==> src/rtl/pnr_pkg.sv <==
// Shared types and constants for the photon-number-resolving pulse classifier.
// Thresholds travel as a packed array with index 0 holding threshold_1.
package pnr_pkg;

    localparam int ADC_W  = 14;
    localparam int N_THR  = 7;
    localparam int PNUM_W = 3;

    typedef enum logic [1:0] {
        S_IDLE,
        S_MEASURE,
        S_CLASSIFY,
        S_HOLDOFF
    } state_t;

    typedef logic signed [ADC_W-1:0] sample_t;
    typedef sample_t [N_THR-1:0]     thr_arr_t;

endpackage

==> src/rtl/pnr_threshold_encoder.sv <==
// Signed peak vs. seven thresholds -> number of thresholds met (0..7).
// Thresholds need not be monotonic, so this is a true popcount.
module pnr_threshold_encoder
    import pnr_pkg::*;
(
    input  sample_t             peak,
    input  thr_arr_t            thr,
    output logic [PNUM_W-1:0]   count
);

    always_comb begin
        count = '0;
        for (int k = 0; k < N_THR; k++) begin
            if (peak >= $signed(thr[k]))
                count = count + PNUM_W'(1);
        end
    end

endmodule

==> src/rtl/pnr_pulse_classifier.sv <==
// Detects ADC pulses above threshold_1, tracks the peak and classifies it into a
// photon number; a hold-off plus below-threshold condition gates re-arming.
module pnr_pulse_classifier
    import pnr_pkg::*;
#(
    parameter int MAX_LEN = 64,
    parameter int HOLDOFF = 32
) (
    input  logic                clk_i,
    input  logic                rstn_i,
    input  logic                en_i,
    input  logic [ADC_W-1:0]    adc_dat_i,
    input  logic [ADC_W-1:0]    adc_photon_threshold_1,
    input  logic [ADC_W-1:0]    adc_photon_threshold_2,
    input  logic [ADC_W-1:0]    adc_photon_threshold_3,
    input  logic [ADC_W-1:0]    adc_photon_threshold_4,
    input  logic [ADC_W-1:0]    adc_photon_threshold_5,
    input  logic [ADC_W-1:0]    adc_photon_threshold_6,
    input  logic [ADC_W-1:0]    adc_photon_threshold_7,
    output logic [PNUM_W-1:0]   photon_num_o,
    output logic                valid_o,
    output logic                long_o,
    output logic                busy_o
);

    localparam int LEN_W = $clog2(MAX_LEN) + 1;
    localparam int HO_W  = $clog2(HOLDOFF) + 1;

    state_t             state, state_nxt;
    sample_t            sample, peak;
    thr_arr_t           thr_live, thr_lat;
    logic [LEN_W-1:0]   len;
    logic [HO_W-1:0]    ho_cnt;
    logic               long_flag;
    logic [PNUM_W-1:0]  count;
    logic               arm_live, above, len_max, ho_done, fire;

    assign sample   = $signed(adc_dat_i);
    assign thr_live = {adc_photon_threshold_7, adc_photon_threshold_6,
                       adc_photon_threshold_5, adc_photon_threshold_4,
                       adc_photon_threshold_3, adc_photon_threshold_2,
                       adc_photon_threshold_1};

    // Arming and hold-off exit use the live level; an in-flight pulse uses its latched one.
    assign arm_live = sample >= $signed(thr_live[0]);
    assign above    = sample >= $signed(thr_lat[0]);
    assign len_max  = len == LEN_W'(MAX_LEN - 1);
    assign ho_done  = ho_cnt == HO_W'(HOLDOFF - 1);

    pnr_threshold_encoder u_enc (
        .peak  (peak),
        .thr   (thr_lat),
        .count (count)
    );

    always_ff @(posedge clk_i) begin
        if (!rstn_i)
            state <= S_IDLE;
        else
            state <= state_nxt;
    end

    always_comb begin
        state_nxt = state;
        if (!en_i) begin
            state_nxt = S_IDLE;
        end else begin
            case (state)
                S_IDLE:     if (arm_live)           state_nxt = S_MEASURE;
                S_MEASURE:  if (!above || len_max)  state_nxt = S_CLASSIFY;
                S_CLASSIFY:                         state_nxt = S_HOLDOFF;
                S_HOLDOFF:  if (ho_done && !arm_live) state_nxt = S_IDLE;
                default:                            state_nxt = S_IDLE;
            endcase
        end
    end

    always_comb begin
        busy_o = state != S_IDLE;
        fire   = en_i && (state == S_CLASSIFY);
    end

    always_ff @(posedge clk_i) begin
        if (!rstn_i) begin
            photon_num_o <= '0;
            valid_o      <= 1'b0;
            long_o       <= 1'b0;
            peak         <= '0;
            thr_lat      <= '0;
            len          <= '0;
            ho_cnt       <= '0;
            long_flag    <= 1'b0;
        end else begin
            valid_o <= fire;
            if (fire) begin
                photon_num_o <= count;
                long_o       <= long_flag;
            end
            case (state)
                S_IDLE: begin
                    if (en_i && arm_live) begin
                        thr_lat   <= thr_live;
                        peak      <= sample;
                        len       <= LEN_W'(1);
                        long_flag <= 1'b0;
                    end
                end
                S_MEASURE: begin
                    if (above) begin
                        if (sample > peak)
                            peak <= sample;
                        if (len_max)
                            long_flag <= 1'b1;
                        else
                            len <= len + LEN_W'(1);
                    end
                end
                S_CLASSIFY: ho_cnt <= '0;
                S_HOLDOFF: begin
                    if (!ho_done)
                        ho_cnt <= ho_cnt + HO_W'(1);
                end
                default: ;
            endcase
        end
    end

endmodule
==> config.mk <==
export PLATFORM = sky130hd
export DESIGN_NAME = pnr_pulse_classifier
export DESIGN_NICKNAME = d
export VERILOG_FILES = /design/src/rtl/pnr_pkg.sv /design/src/rtl/pnr_threshold_encoder.sv /design/src/rtl/pnr_pulse_classifier.sv
export SDC_FILE = /design/constraint.sdc
export NUM_CORES = 1
export LEC_CHECK = 0
export CAP_MARGIN = 0
export CORE_ASPECT_RATIO = 0.6
export CORE_MARGIN = 2
export CORE_UTILIZATION = 40
export DETAILED_ROUTE_END_ITERATION = 12
export HOLD_SLACK_MARGIN = 0.08
export PLACE_DENSITY = 0.68
export SYNTH_ARGS = -nofsm -noshare
export SYNTH_HDL_FRONTEND = slang
export SYNTH_HIERARCHICAL = 1
export SYNTH_SLANG_ARGS = --single-unit
==> constraint.sdc <==
create_clock -name clk_i -period 5.6 [get_ports clk_i]
set_clock_uncertainty 0.05 [all_clocks]
set_input_delay 0.84 -clock clk_i [delete_from_list [all_inputs] [get_ports clk_i]]
set_output_delay 0.84 -clock clk_i [all_outputs]
set_load 0.1 [all_outputs]
After elaboration in Yosys (flattened, before gate mapping) --
Cells that the tools add are included. W data, S select, Z words.
Word-level totals: output and inout port bits 6, register bits 133, input port bits 115
Cells by class: order comparisons 10, $add $sub $neg 8, equal/unequal tests 14, multiplexer cells 25, reductions and logical operators 17
Operators with widths (number):
- $ge A14 B14 Y1 | 9
- $mux W14 | 3
- $pmux W14 S2 | 1
- $mux W7 | 3
- $mux W3 | 6
- $ne A2 B2 Y1 const B | 9
- $add A3 B1 Y3 const B | 5
- $gt A14 B14 Y1 | 1
- $pmux W7 S2 | 1
- $pmux W6 S2 | 1
- $reduce_and A4 Y1 | 3
- $pmux W2 S4 | 1
- $add A7 B1 Y7 const B | 1
- $eq A7 B6 Y1 const B | 1
- $add A6 B1 Y6 const B | 1
- $eq A6 B5 Y1 const B | 1
- $mux W2 | 3
- $mux W6 | 1
- $reduce_and A2 Y1 | 3
- $reduce_bool A2 Y1 | 3
- $eq A2 B2 Y1 const B | 2
- $mux W1 | 4
- $logic_and A1 B1 Y1 | 3
- $reduce_and A3 Y1 | 1
- 6 further kinds | 7

Logic depth before layout (Yosys ltp) --
Gate-level depths: netlist of run 1.
depth in word-level cells 14, depth in mapped cells 26, depth with buffers taken out 26

By module --
Netlist of run 1, hierarchy kept.
By module, submodules not included:
- pnr_pulse_classifier | cells each 775, seq. area each 2662.6 um^2, times used 1, area each 6411.1 um^2
- pnr_threshold_encoder | cells each 385, seq. area each 0.0 um^2, times used 1, area each 2882.8 um^2

Worst setup path after synthesis of run 1 --
Ideal clock, no wire load.
kind reg-to-reg, start register peak[1], end register photon_num_o[2], slack 939 ps, cell stages (with the launch flop) 25, period minus slack after synthesis 4661 ps, buffers on the path 0, library setup time 124 ps, arrival 4487 ps, cell sequence dfxtp_1 -> ha_1 -> nor2b_1 -> o21a_1 -> o21a_1 -> o21ai_0 -> nand2b_1 -> a21oi_1 -> o22ai_1 -> a41o_1 -> a22oi_1 -> ha_1 -> xnor2_4 -> inv_2 -> ha_1 -> xnor2_1 -> nand3_1 -> and2_1 -> ha_1 -> a22o_1 -> ha_1 -> nand2_1 -> xnor3_1 -> nand3_1 -> a21boi_0
On the way: longest elaborated chain between the ends 14, elaborated cells on any way between the ends 20
Ends and longest elaborated chain:
- from (decl) | line pnr_pulse_classifier.sv:30 | sample_t sample, peak;
- from (signal assigned) | line pnr_pulse_classifier.sv:103 | peak <= sample;
- from (signal assigned) | line pnr_pulse_classifier.sv:111 | peak <= sample;
- $ge A14 B14 Y1 | line pnr_threshold_encoder.sv:14 | if (peak >= $signed(thr[k]))
- $mux W1 | line pnr_threshold_encoder.sv:14
- $add A1 B1 Y2 | line pnr_threshold_encoder.sv:15 | count = count + PNUM_W'(1);
- $mux W3 | line pnr_threshold_encoder.sv:14
- $add A3 B1 Y3 | line pnr_threshold_encoder.sv:15
- $mux W3 | line pnr_threshold_encoder.sv:14
- $add A3 B1 Y3 | line pnr_threshold_encoder.sv:15
- $mux W3 | line pnr_threshold_encoder.sv:14
- $add A3 B1 Y3 | line pnr_threshold_encoder.sv:15
- $mux W3 | line pnr_threshold_encoder.sv:14
- $add A3 B1 Y3 | line pnr_threshold_encoder.sv:15
- $mux W3 | line pnr_threshold_encoder.sv:14
- $add A3 B1 Y3 | line pnr_threshold_encoder.sv:15
- $mux W3 (*) | line pnr_threshold_encoder.sv:14
- named net count[2] | line pnr_pulse_classifier.sv:35 | logic [PNUM_W-1:0] count;
- to (signal assigned) | line pnr_pulse_classifier.sv:96 | photon_num_o <= count;
- to (decl) | line pnr_pulse_classifier.sv:20 | output logic [PNUM_W-1:0] photon_num_o,
Mark *: on every way through the listed nets, which the timed path passes. The rest lies on a longest branch. A chain may end at the register's enable or synchronous reset.

Worst setup path after layout of run 1 --
Ends and elaborated chain as after synthesis.

==> insert_results.sql, run 1 <==
INSERT INTO impl_metrics (metric_group, metric, value, unit) VALUES
('die', 'fp.coreArea', '23000', 'sq um'),
('synthesis', 'yosys_warnings', '6', ''),
('cts', 'clock_insertion_delay_worst_skew', '440', 'ps'),
('min_path', 'min_path_type', 'register to register', ''),
('global_route', 'first_global_vias', '7568', ''),
('synthesis', 'synth_compound_area_share', '19.3', '%'),
('synthesis', 'synth_cell_types', '73', ''),
('synthesis', 'synth-adder-area-share', '20.6', '%'),
('timing', 'timing.fmax', '193', 'MHz'),
('layout', 'postLayoutCoreUtil', '49.8', '%'),
('power_and_ir_drop', 'pwr_density', '359', 'nW/um^2'),
('cts', 'tritoncts.num_buffers', '17', ''),
('die', 'io-pin-count', '121', ''),
('synthesis', 'synthSimpleGateAreaFrac', '19.0', '%'),
('outcome', 'run_status', 'completed', ''),
('die', 'die_w', '201', 'microns'),
('die', 'rows', '43', ''),
('synthesis', 'mappedNetlistArea', '9290', 'sq um'),
('layout', 'nFillCells', '2211', ''),
('critical_path', 'crit_path_max_fanout', '9', ''),
('timing', 'worst_slew_margin_rel', '35.4', '%'),
('critical_path', 'critical_path.cell_chain', 'ha_1 > nor2b_1 > o21a_1 > o21a_1 > o21ai_0 > nand2b_1 > a21oi_1 > o22ai_1 > a41o_1 > a22oi_1 > ha_1 > xnor2_4 > inv_2 > ha_1 > xnor2_1 > nand3_1 > and2_1 > ha_1 > a22o_1 > ha_1 > nand2_1 > xnor3_1 > nand3_1 > a21boi_0', ''),
('synthesis', 'synth_enable_flop_cells', '0', ''),
('critical_path', 'worst_ep_arrival_time', '5460', 'ps'),
('timing', 'timing_hold_violations_final', '0', ''),
('synthesis', 'synth_nets', '1428', ''),
('critical_path', 'critPathKind', 'register to register', ''),
('timing', 'period_share', '92.7', '%'),
('drt', 'ant_nets', '0', ''),
('cts', 'cts_setup_buffers', '0', ''),
('synthesis', 'synthesis.instances', '1160', ''),
('cts', 'cts-htree-levels', '4', ''),
('critical_path', 'cp_num_buf_inv', '1', ''),
('placement', 'io_buffer_count', '120', ''),
('layout', 'total_area_of_sequential_cells', '2660', 'sq um'),
('critical_path', 'critical-path-max-stage-delay', '580', 'ps'),
('timing', 'finalCriticalPeriod', '5190', 'ps'),
('synthesis', 'synth.area.mux_share', '2.30', '%'),
('critical_path', 'slowest_stage', 'dfxtp_1', ''),
('global_route', 'gr-total-overflow', '0', ''),
('layout', 'layout_common_cells', '265 x nand2_1, 154 x inv_1, 153 x ha_1', ''),
('layout', 'final_layout_size_suffix_gt1_share', '5.30', '%'),
('synthesis', 'ys_async_sr_fraction', '0', '%'),
('cts', 'clock_tree.root_cell', 'clkbuf_16', ''),
('synthesis', 'combinational_family_with_the_most_area_after_synthesis', 'adder cells', ''),
('synthesis', 'syn_area_cell', '8.01', 'sq um'),
('die', 'initial_utilization', '40.5', '%'),
('critical_path', 'kind_of_end_point_of_the_critical_path', 'register', ''),
('timing', 'worst-slew-pin-transition', '966', 'ps'),
('die', 'die_height', '122', 'microns'),
('layout', 'area_growth', '23.1', '%'),
('timing', 'rsz0062_at_grt', 'no', ''),
('layout', 'post_layout_nonfiller_instances', '1598', ''),
('global_route', 'grt_use_total', '21.3', '%'),
('drt', 'initial_detailed_routing_violation_count', '627', ''),
('drt', 'wl_per_cell', '16.0', 'microns'),
('placement', 'detailed_place_hpwl', '19500', 'microns'),
('timing', 'finalMaxSlewViolations', '0', ''),
('cts', 'ctsLongestPathBuffers', '2', ''),
('drt', 'totalWireLength', '25600', 'microns'),
('cts', 'cts_hold_buf', '0', ''),
('cts', 'cts.clk_slew.worst_paths', '60', 'ps'),
('synthesis', 'synth_xor_area_share', '1.83', '%'),
('cts', 'cts_num_sinks', '133', ''),
('synthesis', 'synth_flop_cell', 'dfxtp_1', ''),
('drt', 'route.vias.total', '8206', ''),
('die', 'die-area', '24500', 'sq um'),
('drt', 'drcViolationCount', '0', ''),
('placement', 'place.gp.congestion', '0.893', ''),
('critical_path', 'crit_path_frequent_cell', 'ha_1', ''),
('critical_path', 'cp.required', '5870', 'ps');
-- per-stage QoR --
step                cell area (sq um)  setup WS [ps]  hold WS, ps
floorplan                        9290            939          375
global placement                10800            578          386
detailed placement              10800            412          393
CTS                             11400            399          402
global route                    11400           44.1          416
finish                          11400            408          402
-- logic make-up after synthesis --
group	after synthesis
fa+ha+maj	153
xor+xnor	14
mux	21
compound gates	243
buf+inv	198
simple gates	398
flops	133
-- worst min-delay path, delay by kind of cell (launching register included) --
kind,cells,cell delay (ps)
and+or+nand+nor,2,90
DFF,1,320
-- area by class of cell --
type / instances / share of cell area [%]
inverters: 156 / 5.12
multi-input cells: 829 / 51.3
clock inverters: 14 / 1.76
repair buffers: 133 / 11.3
clock buffers: 18 / 3.75
well taps: 315 / 3.45
flip-flops and latches: 133 / 23.3
-- state kept, by name (all words and copies together), names as in the netlist --
register      cells
peak             14
photon_num_o      3
len               7
long_o            1
ho_cnt            6
thr_lat          98
state             2
valid_o           1
long_flag         1
-- report_power, final --
part           total (mW)  switching, mW  internal [mW]
logic                1.79          0.928          0.861
registers            1.09         0.0661           1.02
clock network        1.23          0.477          0.751
-- cell usage after synthesis, drive strengths merged, types with 4 or more instances --
library cell | number | share of area (%)
xnor2 | 5 | 0.75
a21oi | 37 | 2.1
o2bb2ai | 4 | 0.38
inv | 156 | 6.3
dfxtp | 133 | 29
o21a | 10 | 0.81
and4 | 5 | 0.47
and3 | 7 | 0.47
xor2 | 8 | 0.83
nand2b | 10 | 0.67
o21ai | 24 | 1.3
nand2 | 265 | 11
a31oi | 5 | 0.50
ha | 153 | 21
buf | 15 | 0.96
nand3 | 28 | 1.6
nor4 | 6 | 0.40
a21o | 10 | 0.81
nor3 | 6 | 0.38
a211o | 5 | 0.48
o31ai | 4 | 0.38
clkbuf | 27 | 1.1
nand4 | 25 | 1.8
nor2 | 25 | 1.0
nor2b | 9 | 0.61
mux2i | 18 | 1.9
a21boi | 103 | 8.3
a211oi | 8 | 0.65
-- layer usage --
layer,vias to the layer above,track usage [%],wire length [microns]
met1,3815,32.0,13500
met5,-,0,0
met4,0,4.86,307
li1,4146,-,-
met3,18,4.95,1620
met2,227,30.6,10100
-- worst paths after layout --
path / startpoint / endpoint / slack, ps / cells after the start
worst min-delay path: len[6] / len[6] / 400 / 2
worst max register to register: peak[1] / photon_num_o[2] / 410 / 24
worst min register to register: len[6] / len[6] / 400 / 2
worst max-delay path: peak[1] / photon_num_o[2] / 410 / 24
No activity file was read; power rests on OpenSTA's default activity.
==> run 2, diff against run 1 <==
CELL_PAD_IN_SITES_DETAIL_PLACEMENT = 0   (was unset)
CELL_PAD_IN_SITES_GLOBAL_PLACEMENT = 2   (was unset)
CORE_UTILIZATION = 33   (was 40)
PLACE_DENSITY = 0.87   (was 0.68)
==> run 2 against run 1 <==
Compared with the run above:
- routed wire length rose by 5.8%
- critical path depth fell by 1
- hold slack got worse by 0.52 ps
- sequential share of layout area fell by 0.066 points
- power fell by 3.0%
- register-to-register slack improved by 60 ps
- largest cell class unchanged
==> insert_results.sql, run 2 (synthesized netlist as in run 1, its figures left out) <==
INSERT INTO impl_metrics (metric_group, metric, value, unit) VALUES
('outcome', 'run_status', 'completed', ''),
('power_and_ir_drop', 'power_switching_share', '36.2', '%'),
('drt', 'initial_detailed_routing_violation_count', '496', ''),
('timing', 'setup_viol', '0', ''),
('critical_path', 'critPathLaunchType', 'register', ''),
('global_route', 'grt_max_degree', '67', ''),
('critical_path', 'kind_of_end_point_of_the_critical_path', 'register', ''),
('drt', 'routed_via_density', '4.85', ''),
('power_and_ir_drop', 'combPwrFrac', '45.4', '%'),
('timing', 'totalNegativeSetupSlack', '0', 'ps'),
('drt', 'ant_nets', '0', ''),
('power_and_ir_drop', 'worst_ir_drop_vdd', '0.289', 'mV'),
('placement', 'placed_area', '10900', 'sq um'),
('drt', 'route.vias.total', '8014', ''),
('cts', 'cts-htree-levels', '4', ''),
('timing', 'setup_slack', '472', 'ps'),
('die', 'die-area', '29600', 'sq um'),
('critical_path', 'crit_path_max_fanout', '9', ''),
('timing', 'worst-slew-pin-transition', '976', 'ps'),
('critical_path', 'critPathKind', 'register to register', ''),
('critical_path', 'cp.required', '5870', 'ps'),
('power_and_ir_drop', 'power_frac_clock', '27.2', '%'),
('placement', 'dpl_worst_slack', '511', 'ps'),
('cts', 'cts_setup_buffers', '0', ''),
('cts', 'tritoncts', 'built', ''),
('critical_path', 'slowest_stage', 'dfxtp_1', ''),
('timing', 'worst_slew_margin_rel', '34.7', '%'),
('critical_path', 'crit_family', 'compound AO/OA/AOI/OAI gates', ''),
('cts', 'clock_insertion_delay_worst_skew', '440', 'ps'),
('cts', 'cts_num_sinks', '133', ''),
('critical_path', 'worst_ep_arrival_time', '5400', 'ps'),
('power_and_ir_drop', 'netSwitchingPower', '1.44', 'mW'),
('cts', 'clock_tree.root_cell', 'clkbuf_16', ''),
('global_route', 'gr-total-overflow', '0', ''),
('timing', 'finalMaxSlewViolations', '0', ''),
('die', 'rows', '47', ''),
('layout', 'layout_common_cells', '265 x nand2_1, 154 x inv_1, 153 x ha_1', ''),
('die', 'die_w', '221', 'microns'),
('layout', 'largest_registers', 'thr_lat (98), peak (14), len (7)', ''),
('die', 'io-pin-count', '121', ''),
('drt', 'wl_per_cell', '16.4', 'microns'),
('die', 'die_height', '134', 'microns'),
('die', 'fp.coreArea', '27600', 'sq um'),
('critical_path', 'critical-path-max-stage-delay', '610', 'ps'),
('critical_path', 'crit_path_frequent_cell', 'ha_1', ''),
('critical_path', 'critical_path.cell_chain', 'ha_1 > o21a_1 > o21a_1 > o21ai_0 > nand2b_1 > a21oi_1 > o22ai_1 > a41o_1 > a22oi_1 > ha_1 > xnor2_4 > inv_2 > ha_1 > xnor2_1 > nand3_1 > and2_1 > ha_1 > a22o_1 > ha_1 > nand2_1 > xnor3_1 > nand3_1 > a21boi_0', ''),
('global_route', 'grt_use_total', '18.9', '%'),
('timing', 'timing.fmax', '195', 'MHz'),
('global_route', 'grt_antenna_before_repair', '0', ''),
('cts', 'ctsLongestPathBuffers', '2', ''),
('drt', 'detail_route.first_pass.iterations', '5', ''),
('timing', 'finalCriticalPeriod', '5130', 'ps'),
('timing', 'period_share', '91.6', '%'),
('cts', 'cts_hold_buf', '0', ''),
('timing', 'timing_hold_violations_final', '0', ''),
('cts', 'cts.clk_slew.worst_paths', '60', 'ps'),
('layout', 'final_common_cell', 'nand2_1', ''),
('placement', 'place.gp.congestion', '0.869', ''),
('min_path', 'min_path_type', 'register to register', ''),
('power_and_ir_drop', 'total_leakage_power', '4.76', 'nW'),
('drt', 'drcViolationCount', '0', ''),
('power_and_ir_drop', 'pwr_density', '347', 'nW/um^2'),
('global_route', 'first_global_vias', '7818', ''),
('layout', 'postLayoutCoreUtil', '41.5', '%'),
('die', 'initial_utilization', '33.6', '%'),
('timing', 'rsz0062_at_grt', 'no', ''),
('layout', 'antenna_cells', '0', ''),
('placement', 'detailed_place_hpwl', '21300', 'microns'),
('cts', 'postCtsResizedCells', '0', ''),
('critical_path', 'cp_num_buf_inv', '1', ''),
('layout', 'area_growth', '23.4', '%'),
('layout', 'design.final.nets', '1539', ''),
('power_and_ir_drop', 'seqPwrFrac', '27.3', '%'),
('global_route', 'grt_first_pass_wirelength', '42700', 'microns'),
('cts', 'tritoncts.num_buffers', '17', ''),
('layout', 'final_layout_size_suffix_gt1_share', '5.22', '%'),
('layout', 'largest-register', 'thr_lat', ''),
('placement', 'io_buffer_count', '120', ''),
('drt', 'totalWireLength', '27100', 'microns'),
('power_and_ir_drop', 'cell_internal_power', '2.54', 'mW'),
('layout', 'area_of_all_placed_cells_without_fillers', '11500', 'sq um'),
('job', 'max_cap_viols', '0', ''),
('layout', 'largest_register_ff_count', '98', '');
## run 2: final timing paths
path	start	end	slack [ps]	cells after the start
max	peak[2]	photon_num_o[2]	470	23
min	thr_lat[47]	thr_lat[47]	400	2
max reg2reg	peak[2]	photon_num_o[2]	470	23
min reg2reg	thr_lat[47]	thr_lat[47]	400	2
## run 2: worst reg2reg max path, delay by kind of cell, from the launching register on
| kind | cells | cell delay (ps) |
|---|---|---|
| AND/OR/NAND/NOR | 5 | 450 |
| buffers and inverters | 1 | 80 |
| AO/OA/AOI/OAI | 9 | 1530 |
| flip-flops | 1 | 610 |
| adder cells (fa/ha/maj) | 5 | 1510 |
| XOR/XNOR | 3 | 760 |
## run 2: stage by stage
stage / power, mW / hold WS (ps) / instances
6_report: 3.98 / 401 / 1651
5_1_grt: 4.27 / 420 / 1651
4_1_cts: 4.01 / 403 / 1651
3_5_place_dp: 2.91 / 395 / 1619
3_3_place_gp: 2.90 / 391 / 1619
2_1_floorplan: 2.46 / 375 / 1160
## run 2: final cells by class
type                    count  area, sq um
clock buffers              24          492
fillers                  2905        16200
well taps                 367          459
multi-input cells         829         5870
clock inverters             8         73.8
repair buffers            134         1330
flip-flops and latches    133         2660
inverters                 156          586
## run 2: routing by layer
metal	up-vias	wire (microns)	GRT usage, %
met1	3652	14500	28.5
met3	34	1420	4.06
li1	4155	-	-
met2	173	10600	26.3
met4	0	511	6.30
met5	-	0	0
## run 2: power groups by stage
| stage | clock network, mW | logic (mW) | registers [mW] |
|---|---|---|---|
| 3_5_place_dp | 0 | 1.80 | 1.11 |
| 4_1_cts | 1.11 | 1.81 | 1.09 |
| 5_1_grt | 1.15 | 2.03 | 1.10 |
| 6_report | 1.08 | 1.81 | 1.09 |
| 3_3_place_gp | 0 | 1.79 | 1.10 |
| 2_1_floorplan | 0 | 1.35 | 1.11 |
==> run 3, diff against run 2 <==
CTS_CLUSTER_SIZE = 24   (was unset)
==> results of run 3 <==
Same layout as run 2: the final DEF is identical, and so are final timing and power.
